===== config.mk =====
export PLATFORM = sky130hd
export DESIGN_NAME = bus_arbiter_8
export DESIGN_NICKNAME = d
export VERILOG_FILES = /design/src/rtl/arb_pkg.sv /design/src/rtl/mux_8_16.sv /design/src/rtl/bus_arbiter_8.sv
export SDC_FILE = /design/constraint.sdc
export NUM_CORES = 1
export LEC_CHECK = 0
export BUFFER_PORTS_ARGS = -buffer_cell sky130_fd_sc_hd__buf_2
export CAP_MARGIN = 20
export CORE_MARGIN = 1
export CORE_UTILIZATION = 42
export CTS_CLUSTER_SIZE = 24
export DETAILED_ROUTE_END_ITERATION = 6
export HOLD_SLACK_MARGIN = 0.08
export PLACE_DENSITY_LB_ADDON = 0.08
export SLEW_MARGIN = 20
export SYNTH_ARGS = -nofsm -noshare
export SYNTH_HDL_FRONTEND = slang
export SYNTH_SLANG_ARGS = --single-unit

===== constraint.sdc =====
create_clock -name clk -period 4.8 [get_ports clk]
set_input_delay 0.24 -clock clk [delete_from_list [all_inputs] [get_ports clk]]
set_output_delay 0.24 -clock clk [all_outputs]
set_load 0.02 [all_outputs]

===== src/rtl/arb_pkg.sv =====
// Shared types, sizes and the round-robin search helper for bus_arbiter_8.
package arb_pkg;

  localparam int N_REQ  = 8;
  localparam int DATA_W = 16;
  localparam int SEL_W  = 3;

  typedef enum logic {
    ST_IDLE = 1'b0,
    ST_BUSY = 1'b1
  } state_e;

  typedef struct packed {
    logic             found;
    logic [SEL_W-1:0] idx;
  } pick_t;

  // First set bit of mask at or after start, wrapping through index 0.
  function automatic pick_t rr_pick(input logic [N_REQ-1:0] mask,
                                    input logic [SEL_W-1:0] start);
    pick_t            p;
    logic [SEL_W-1:0] cand;
    p.found = 1'b0;
    p.idx   = start;
    for (int i = 0; i < N_REQ; i++) begin
      cand = start + SEL_W'(i);
      if (!p.found && mask[cand]) begin
        p.found = 1'b1;
        p.idx   = cand;
      end
    end
    return p;
  endfunction

endpackage


===== src/rtl/mux_8_16.sv =====
// 8:1 mux of 16-bit words; select index is 4*s0 + 2*s1 + s2.
module mux_8_16
  import arb_pkg::*;
(
  input  logic              s0,
  input  logic              s1,
  input  logic              s2,
  input  logic [DATA_W-1:0] d0,
  input  logic [DATA_W-1:0] d1,
  input  logic [DATA_W-1:0] d2,
  input  logic [DATA_W-1:0] d3,
  input  logic [DATA_W-1:0] d4,
  input  logic [DATA_W-1:0] d5,
  input  logic [DATA_W-1:0] d6,
  input  logic [DATA_W-1:0] d7,
  output logic [DATA_W-1:0] y
);

  always_comb begin
    y = d0;
    case ({s0, s1, s2})
      3'd0:    y = d0;
      3'd1:    y = d1;
      3'd2:    y = d2;
      3'd3:    y = d3;
      3'd4:    y = d4;
      3'd5:    y = d5;
      3'd6:    y = d6;
      3'd7:    y = d7;
      default: y = d0;
    endcase
  end

endmodule


===== src/rtl/bus_arbiter_8.sv =====
// Round-robin arbiter sharing one 16-bit bus among eight requesters.
// Define ARB_LOCK_EN to add the per-requester burst lock input.
module bus_arbiter_8
  import arb_pkg::*;
#(
  parameter int CNT_W = 16
) (
  input  logic                    clk,
  input  logic                    rst_n,
  input  logic [N_REQ-1:0]        req,
  input  logic [N_REQ*DATA_W-1:0] din,
  output logic [N_REQ-1:0]        gnt,
  output logic [SEL_W-1:0]        sel,
  output logic                    out_valid,
  output logic [DATA_W-1:0]       out_data,
  input  logic                    out_ready,
`ifdef ARB_LOCK_EN
  input  logic [N_REQ-1:0]        lock,
`endif
  output logic [CNT_W-1:0]        xfer_cnt
);

  state_e             state_q;
  logic [N_REQ-1:0]   gnt_q;
  logic [SEL_W-1:0]   sel_q;
  logic [SEL_W-1:0]   last_q;
  logic               out_valid_q;
  logic [CNT_W-1:0]   xfer_cnt_q;
  logic [CNT_W-1:0]   xfer_cnt_d;
  logic [N_REQ-1:0]   pick_mask_s;
  logic [SEL_W-1:0]   pick_start_s;
  pick_t              pick_s;
  logic               keep_s;

  // While busy the current grant is masked: its req has not yet seen the grant drop.
  always_comb begin
    if (state_q == ST_BUSY) begin
      pick_mask_s  = req & ~gnt_q;
      pick_start_s = sel_q + 3'd1;
    end else begin
      pick_mask_s  = req;
      pick_start_s = last_q + 3'd1;
    end
    pick_s = rr_pick(pick_mask_s, pick_start_s);
  end

  assign xfer_cnt_d = xfer_cnt_q + {{(CNT_W-1){1'b0}}, 1'b1};

`ifdef ARB_LOCK_EN
  assign keep_s = lock[sel_q] & req[sel_q];
`else
  assign keep_s = 1'b0;
`endif

  always_ff @(posedge clk or negedge rst_n) begin
    if (!rst_n) begin
      state_q     <= ST_IDLE;
      gnt_q       <= '0;
      sel_q       <= 3'd0;
      last_q      <= 3'd7;
      out_valid_q <= 1'b0;
      xfer_cnt_q  <= '0;
    end else begin
      case (state_q)
        ST_IDLE: begin
          if (|req) begin
            state_q     <= ST_BUSY;
            gnt_q       <= {{(N_REQ-1){1'b0}}, 1'b1} << pick_s.idx;
            sel_q       <= pick_s.idx;
            out_valid_q <= 1'b1;
          end
        end
        ST_BUSY: begin
          if (out_ready) begin
            xfer_cnt_q <= xfer_cnt_d;
            last_q     <= sel_q;
            if (keep_s) begin
              state_q <= ST_BUSY;
            end else if (pick_s.found) begin
              gnt_q <= {{(N_REQ-1){1'b0}}, 1'b1} << pick_s.idx;
              sel_q <= pick_s.idx;
            end else begin
              state_q     <= ST_IDLE;
              gnt_q       <= '0;
              out_valid_q <= 1'b0;
            end
          end else if (!req[sel_q]) begin
            // Withdrawal: nothing counted, last unchanged
            state_q     <= ST_IDLE;
            gnt_q       <= '0;
            out_valid_q <= 1'b0;
          end
        end
        default: begin
          state_q     <= ST_IDLE;
          gnt_q       <= '0;
          out_valid_q <= 1'b0;
        end
      endcase
    end
  end

  assign gnt       = gnt_q;
  assign sel       = sel_q;
  assign out_valid = out_valid_q;
  assign xfer_cnt  = xfer_cnt_q;

  mux_8_16 u_mux (
    .s0 (sel_q[2]),
    .s1 (sel_q[1]),
    .s2 (sel_q[0]),
    .d0 (din[0*DATA_W +: DATA_W]),
    .d1 (din[1*DATA_W +: DATA_W]),
    .d2 (din[2*DATA_W +: DATA_W]),
    .d3 (din[3*DATA_W +: DATA_W]),
    .d4 (din[4*DATA_W +: DATA_W]),
    .d5 (din[5*DATA_W +: DATA_W]),
    .d6 (din[6*DATA_W +: DATA_W]),
    .d7 (din[7*DATA_W +: DATA_W]),
    .y  (out_data)
  );

endmodule


== Word-level counts from Yosys, hierarchy flattened ==
Index checks and enable logic that the tools add are counted.

* $add $sub $neg: 10
* $lt $le $gt $ge: 9
* Eq/ne operators: 12
* Shift operators: 1
* Muxes and demuxes: 48
* Bitwise gates (word level): 3
* Reductions and logical operators: 20

{| class="wikitable"
|+ Operator list
! cell !! number
|-
| 16-bit case mux with 8 select lines || 1
|-
| 8-bit two-way mux || 5
|-
| 3-bit by 4-bit < comparator with 1-bit output, second input constant || 9
|-
| 4-bit two-way mux || 8
|-
| 1-bit binary-select mux with 3-bit select || 9
|-
| 1-bit two-way mux || 17
|-
| 16-bit by 1-bit adder with 16-bit output, second input constant || 1
|-
| 8-bit case mux with 2 select lines || 1
|-
| 3-bit adder, second input constant || 4
|-
| 3-bit == test, second input constant || 4
|-
| 3-bit two-way mux || 4
|-
| 3-bit by 1-bit adder with 3-bit output, second input constant || 3
|-
| 8-bit AND || 1
|-
| 8-bit inverter || 1
|-
| 8-bit OR reduction || 1
|-
| 1-bit by 3-bit left shift with 8-bit output, first input constant || 1
|-
| 1-bit logical AND || 7
|-
| 1-bit zero test || 7
|-
| 3-bit by 2-bit adder with 3-bit output, second input constant || 2
|-
| 3-bit by 2-bit == test with 1-bit output, second input constant || 2
|-
| 3-bit inequality test, second input constant || 2
|-
| 3-bit case mux with 2 select lines || 1
|-
| 3-bit AND reduction || 2
|-
| 2-bit inequality test, second input constant || 2
|-
| 6 further kinds || 8
|}

* Register bits after elaboration: 32
* Bits of input ports: 139
* Output and inout port bits: 44

== Depth between registers and ports, before layout ==
Gate-level depths: netlist of the first run.

* Depth in word-level cells: 31
* Gate-level depth with buffers: 14

== Cells and area by module ==
Synthesis of the first run repeated with hierarchy kept, for this count alone.

* Cells, all modules: 483
* Area total of the unflattened synthesis: 3868.7 um2

{| class="wikitable"
|+ By module, submodules not included
! module !! instances !! cells an instance !! area an instance (um2) !! sequential area each (um2)
|-
| bus_arbiter_8 || 1 || 306 || 2753.9 || 804.5
|-
| mux_8_16 || 1 || 177 || 1114.8 || 0.0
|}

== Worst setup path after synthesis of the first run ==
Ideal clock, no wire load.

* Kind: register to register
* Start: register state_q
* End: register gnt_q[7] (netlist: gnt[7])
* Setup time: 0.067 ns
* Arrival time: 3.791 ns
* Required time: 4.733 ns
* Slack: 0.942 ns
* Stages on the path, launching flop included: 15
* Clock period less this slack: 3.858 ns
* Path through: dfrtp_1 buf_6 mux2i_2 clkinv_1 ha_1 buf_2 clkinv_1 mux4_2 mux2_2 and2_1 o41a_1 a32o_1 a311oi_4 nor3b_2 a22o_1

* Word-level cells in the longest chain between the ends: 29
* Elaborated cells between the ends (all ways): 56
* Those cells by class: add/sub: 7; eq/ne: 2; shift: 1; mux: 30; bitwise: 1; reduce/logical: 15

{| class="wikitable"
|+ Ends and longest elaborated chain
! what !! RTL line !! text
|-
| start, declared || bus_arbiter_8.sv:23 || <nowiki>state_e state_q;</nowiki>
|-
| start signal, assigned || bus_arbiter_8.sv:57 || <nowiki>state_q <= ST_IDLE;</nowiki>
|-
| start signal, assigned || bus_arbiter_8.sv:67 || <nowiki>state_q <= ST_BUSY;</nowiki>
|-
| start signal, assigned || bus_arbiter_8.sv:78 || <nowiki>state_q <= ST_BUSY;</nowiki>
|-
| branches (longest 29 deep; another with 3-bit by 1-bit adder with 3-bit output) || -- ||
|-
| end signal, assigned || bus_arbiter_8.sv:68 || <nowiki>gnt_q <= {{(N_REQ-1){1'b0}}, 1'b1} << pick_s.idx;</nowiki>
|-
| end signal, assigned || bus_arbiter_8.sv:80 || <nowiki>gnt_q <= {{(N_REQ-1){1'b0}}, 1'b1} << pick_s.idx;</nowiki>
|-
| end, declared || bus_arbiter_8.sv:24 || <nowiki>logic [N_REQ-1:0] gnt_q;</nowiki>
|}

Several ways; the timed one is not identified. The select of a mux whose other input is x is not followed.
A chain may end at the register's enable or synchronous reset.

== Final worst setup path of the first run ==
Same ends and word-level chain as after synthesis.

==> results of run 1 <==
==> synthesized netlist by cell type (all sizes together), types with 2 or more instances <==
cell	n
a211oi	10
a21bo	8
a21boi	8
a21o	2
a21oi	22
a221oi	5
a22o	14
a32o	5
a41oi	2
and2	7
and3	7
buf	11
clkbuf	14
clkinv	3
dfrtp	29
dfstp	3
ha	3
inv	9
mux2	7
mux2i	28
mux4	25
nand2	47
nand2b	5
nand3	4
nand4	6
nor2	52
nor2b	10
nor3	5
nor3b	2
nor4	4
o21ai	20
o21bai	4
o32ai	5
xnor2	12
xor2	5
==> power breakdown <==
| group | total (mW) | switching [mW] | internal [mW] |
|---|---|---|---|
| sequential | 0.432 | 0.0678 | 0.364 |
| combinational | 3.83 | 2.27 | 1.57 |
| clock | 0.255 | 0.101 | 0.154 |
==> per-stage QoR <==
step | instances | setup WS [ps]
detailed placement | 682 | 630.1
floorplan | 413 | 942.1
global placement | 682 | 712.7
finish | 692 | 565.6
global route | 692 | 218.5
CTS | 691 | 606.0
==> how the worst max path moves through the flow <==
| stage | to | startpoint | cells past startpoint |
|---|---|---|---|
| finish | gnt[7] | state_q | 13 |
| global route | gnt[5] | state_q | 11 |
| CTS | gnt[6] | state_q | 11 |
| detailed placement | gnt[6] | state_q | 11 |
| global placement | gnt[6] | state_q | 11 |
| floorplan | gnt[7] | state_q | 14 |
==> state kept, by name (all words and copies together) (netlist names) <==
register,cells
state_q,1
xfer_cnt,16
sel,3
gnt,8
out_valid,1
last_q,3
==> layer usage <==
| metal | track usage, % | part of all wire (%) |
|---|---|---|
| met2 | 48.63 | 50 |
| met3 | 3.030 | 7.9 |
| met5 | 0 | 0 |
| met4 | 6.592 | 1.3 |
| met1 | 31.63 | 40 |
==> layout make-up <==
class | instances | area, um^2 | share of cell area, %
multi-input cells | 344 | 2706 | 56.64
repair buffers | 190 | 973.4 | 20.37
flip-flops and latches | 32 | 807.0 | 16.89
well taps | 105 | 131.4 | 2.749
clock buffers | 6 | 72.57 | 1.519
inverters | 12 | 50.05 | 1.047
clock inverters | 2 | 35.03 | 0.7332
diodes | 1 | 2.502 | 0.05237
==> worst max-delay path, delay by kind of cell, from the launching register on <==
kind / cells / cell delay, ps
adder cells (fa/ha/maj): 1 / 280
AO/OA/AOI/OAI: 4 / 1530
multiplexers: 1 / 390
AND/OR/NAND/NOR: 3 / 590
flip-flops: 1 / 370
XOR/XNOR: 1 / 370
buffers and inverters: 3 / 630
==> cells by family (layout without fill, tap and decap cells) <==
| group | count (synthesis) | after routing |
|---|---|---|
| simple gates | 150 | 150 |
| compound gates | 113 | 113 |
| mux | 60 | 60 |
| buf+inv | 37 | 210 |
| flops | 32 | 32 |
| xor+xnor | 18 | 18 |
| fa+ha+maj | 3 | 3 |
| other cells | 0 | 1 |
==> repair_timing <==
action                    4_1_cts  5_1_grt
hold endpoints to repair       29        0
setup buffers                   0        0
hold buffers                    1        0
==> run metrics, run 1 <==
status completed; Synth top area share 19.73%; r2r endpoint gnt[7]; Hold Path Cell Cnt 4; Pre-antenna DRT Iters 5; simple-gate share of the synthesized area 19.01%; final hold vios 0; global route overflow 0; Buffers on Ports 182; Worst Hold Class input port to flop; ANT nets after route 0; P_leak 2.315 nW; CP Capture Type flop; largest net degree at the start of global routing 49; Compound-Gate Fraction of Synth Area 22.82%; fraction of the mapped netlist area in adder cells 1.020%; DRT iter0 DRCs 190; chip height 95.59 um; nature of the critical path startpoint flop; #FFs+latches synth 32; Slew @ Worst Pin 840.5 ps; Max Clock Freq 0.2362 GHz; r2r startpoint state_q; initial core utilization 44.10%; vias per std cell 5.785; die area 9136 um^2; initial antenna violation count 1; Resized cells post-CTS 0; global placer's final weighted congestion 0.8165; most used cell, CP buf_4; synth top area cells dfrtp_1 (20%), mux4_2 (15%), mux2i_1 (6.8%); Final Util 57.29%; Final Setup Violations 0; crit-path max FO 24; Post-Synthesis Cells 413; Core ar. 8341 um^2; Detail Placement HPWL 9746 um; Worst VDD drop 691.8 uV; GRT Total Usage 26.09%; multiplexer area fraction after synthesis 25.85%; syn avg cell area 8.907 um^2; Die Width 95.59 um; Hold Startpoint out_ready; clock sinks 32; setup TNS 0 ps; number of fill cells 817; xor/xnor share of the synthesized area 4.864%; commonest non-fill, non-tap cells in the layout buf_2 (182), nor2_1 (52), nand2_1 (47), dfrtp_1 (27); Top Ports 183; Pwr Density 946.2 nW/um^2; first-pass GRT wire length 18,420 um; cell area after layout 4778 um^2; slack of the worst reg-to-reg path 570 ps; Slew HR 42.52%; worst reg2reg path depth 13; worst path cell trace buf_4, mux2i_4, buf_4, inv_6, ha_1, xor2_2, nor2_1, and3_1, o41ai_1, a211oi_1, a311oi_4, nor3b_2, a22o_1; commonest non-fill, non-tap cell in the layout buf_2; post-synth net total 555; crit share post-route 88.22%; Clock Latency Late Sink 290 ps; Fin Clk Skew 6.127 ps; minimum clock period after layout 4234 ps; final wirelength 12,240 um; ys async rst share 100.0%; Synth Warn # 0; Data arrival, critical path 4450 ps; max incr delay on CP 790 ps; number of global-route vias before repair 3,786; Synth cell types 59; clock root buffer clkbuf_8; RSZ-0062 raised after global routing false; Tot Pwr 4.521 mW; Crit Path Class flop to flop; DR WL/cell 17.69 um; area grow syn2layout 29.90%; max-slew violation count 0; Worst-path clk slew 60 ps; via total after detailed routing 4,003; max-cap violation count 0; Hold WS 424.4 ps; H-Tree Depth 2; Required @ worst endpoint 5020 ps; CTS tree built; Placement Rows 33; CTS buffer count 5; Seq/Total Area, Yosys 21.87%; Post-synth EDFFs 0; most area-hungry cell type in the Yosys netlist dfrtp_1; slowest stage cell, crit path o41ai_1; share of cells above drive strength 1 42.83%; placed instance area 4658 um^2; DRC Markers 0; Post-Syn Area 3679 um^2; Final nets 727; main combinational cell family by area after synthesis multiplexers; hold endpoint state_q; CTS max path bufs 2; Top FF cell, synth dfrtp_1
Power figures use the tool's default switching activity.
==> inputs of run 2 (changes only) <==
--- a/config.mk
+++ b/config.mk
@@ -11,6 +11,7 @@
 export CORE_UTILIZATION = 42
 export CTS_CLUSTER_SIZE = 24
 export DETAILED_ROUTE_END_ITERATION = 6
+export GPL_TIMING_DRIVEN = 0
 export HOLD_SLACK_MARGIN = 0.08
 export PLACE_DENSITY_LB_ADDON = 0.08
 export SLEW_MARGIN = 20
==> constraint.sdc (replaced) <==
create_clock -name clk -period 5.5 [get_ports clk]
set_input_delay 0.275 -clock clk [delete_from_list [all_inputs] [get_ports clk]]
set_output_delay 0.275 -clock clk [all_outputs]
set_load 0.02 [all_outputs]
==> run 2 against run 1 <==
Register-to-register slack better by 280 ps. Final area up 1.0%. Sequential share of layout area down 0.22 points. Fmax down 9.0%. Combinational power down 12%. Largest power group unchanged. Worst hold slack better by 19 ps. Cell count up 2.6%. Sequential cell count unchanged.
==> run metrics, run 2 (synthesis gave the netlist of run 1 again) <==
Layout Cells excl Fill 710 (+2.6%); H-Tree Depth 2 (unchanged); Die Width 95.59 um (unchanged); global placer's final weighted congestion 0.8705 (+6.6%); minimum clock period after layout 4652 ps (+418.0 ps); Crit Path Class flop to flop; initial core utilization 44.10% (unchanged); Tot Pwr 3.956 mW (-13%); r2r startpoint state_q; placed cell count 700 (+2.6%); CP Capture Type flop; max-cap violation count 0 (unchanged); CTS tree built; CTS Hold Bufs 1 (unchanged); Slew @ Worst Pin 729.4 ps (-111.2 ps); Clock Latency Late Sink 280 ps (about the same); CTS buffer count 5 (unchanged); GRT Max-Usage Layer met2; Max Clock Freq 0.2149 GHz (-9.0%); Final nets 745 (+2.5%); DR WL/cell 17.95 um (+1.5%); RSZ-0062 raised after global routing false; GRT met3 Usage 4.785% (+1.8 points); via total after detailed routing 4,117 (+2.8%); Worst Hold Class input port to flop; chip height 95.59 um (unchanged); Worst-path clk slew 70 ps (about the same); Slew HR 50.74% (+8.2 points); nature of the critical path startpoint flop; clock sinks 32 (unchanged); final hold vios 0 (unchanged); Pwr Density 819.4 nW/um^2 (-13%); first-pass GRT wire length 19,610 um (+6.5%); hold endpoint state_q; clock root buffer clkbuf_8; max-slew violation count 0 (unchanged); placed instance area 4721 um^2 (+1.3%); Pre-antenna DRT Iters 5 (unchanged); commonest non-fill, non-tap cell in the layout buf_2; Placement Rows 33 (unchanged); largest net degree at the start of global routing 33 (-33%); max reg flops 16 (unchanged); Core ar. 8341 um^2 (unchanged); number of global-route vias before repair 3,981 (+5.2%); Hold Path Cell Cnt 4 (unchanged); Post-CTS Repair Setup Buffers 0 (unchanged); DRT iter0 DRCs 165 (-13%); GRT Total Usage 28.01% (+1.9 points); Buffers on Ports 182 (unchanged); multi-input logic area 2706 um^2 (unchanged); worst reg2reg path depth 14 (+1); CTS max path bufs 2 (unchanged); status completed; Required @ worst endpoint 5720 ps (+700 ps); share of cells above drive strength 1 41.39% (-1.4 points); crit-path max FO 10 (-58%); crit share post-route 84.59% (-3.6 points); global route overflow 0 (unchanged); cell area after layout 4827 um^2 (+1.0%); slack of the worst reg-to-reg path 850 ps (+280 ps); r2r endpoint gnt[5]; Data arrival, critical path 4880 ps (+430 ps); met1 Usage GRT 33.17% (+1.5 points); FF/Latch Area 804.5 um^2 (-0.31%); initial antenna violation count 1 (unchanged); P_leak 2.328 nW (+0.58%); M2 GR Usage 51.43% (+2.8 points); ANT nets after route 0 (unchanged); die area 9136 um^2 (unchanged); Hold WS 443.8 ps (+19.44 ps); Worst VDD drop 465.3 uV (-33%); Fin Clk Skew 4.042 ps (-2.086 ps); commonest non-fill, non-tap cells in the layout buf_2 (186), nor2_1 (52), nand2_1 (47), dfrtp_1 (29); final wirelength 12,750 um (+4.1%); setup TNS 0 ps (unchanged); vias per std cell 5.799 (+0.24%); number of fill cells 809 (-0.98%); DRC Markers 0 (unchanged); Top Ports 183 (unchanged); Hold Startpoint out_ready; Resized cells post-CTS 0 (unchanged); Final Setup Violations 0 (unchanged); Detail Placement HPWL 10,310 um (+5.8%); area grow syn2layout 31.22%
==> run 2: worst max path at each step <==
stage / to / start / slack [ps] / depth (start not counted)
3_3_place_gp: gnt[0] / state_q / 860 / 14
3_5_place_dp: gnt[1] / state_q / 860 / 14
2_1_floorplan: gnt[7] / state_q / 1640 / 14
4_1_cts: gnt[1] / state_q / 830 / 14
6_report: gnt[5] / state_q / 850 / 14
5_1_grt: gnt[1] / state_q / 410 / 13
==> run 2: critical path: stages, from the launching register on <==
cell and delay [ps]:
dfrtp_1 350, buf_6 150, mux2i_2 460, clkinv_1 290, ha_1 340, buf_2 230
clkinv_1 340, mux4_2 590, mux2_2 360, and2_1 160, o41a_1 160, a32o_1 300
a311oi_4 390, nor3b_2 320, a22o_1 160
==> run 2: through the flow <==
stage / setup slack (ps) / utilization, %
2_1_floorplan: 1642 / -
3_3_place_gp: 863.3 / 56.60
3_5_place_dp: 860.7 / 56.60
4_1_cts: 825.4 / 57.85
5_1_grt: 406.0 / 57.88
6_report: 847.6 / 57.88
==> run 2: cell type report <==
type	instances	area share, %
inverter	12	1.037
sequential	32	16.67
clock buffer	7	1.788
multi-input combinational	344	56.07
buffer	25	2.436
timing repair buffer	183	19.08
tap	105	2.722
clock inverter	1	0.1555
antenna	1	0.05184
==> run 2: metal layers <==
| layer | up-vias | wire length [um] |
|---|---|---|
| met2 | 190 | 6502 |
| met1 | 1964 | 5064 |
| met4 | 0 | 264 |
| met3 | 27 | 917 |
| li1 | 1936 | - |
| met5 | - | 0 |
==> run 2: power by group <==
part,switching [mW],internal [mW],leakage [nW]
Clock,0.0891,0.102,0.0445
Combinational,2.00,1.38,1.88
Sequential,0.0741,0.316,0.407
Total,2.16,1.79,2.33
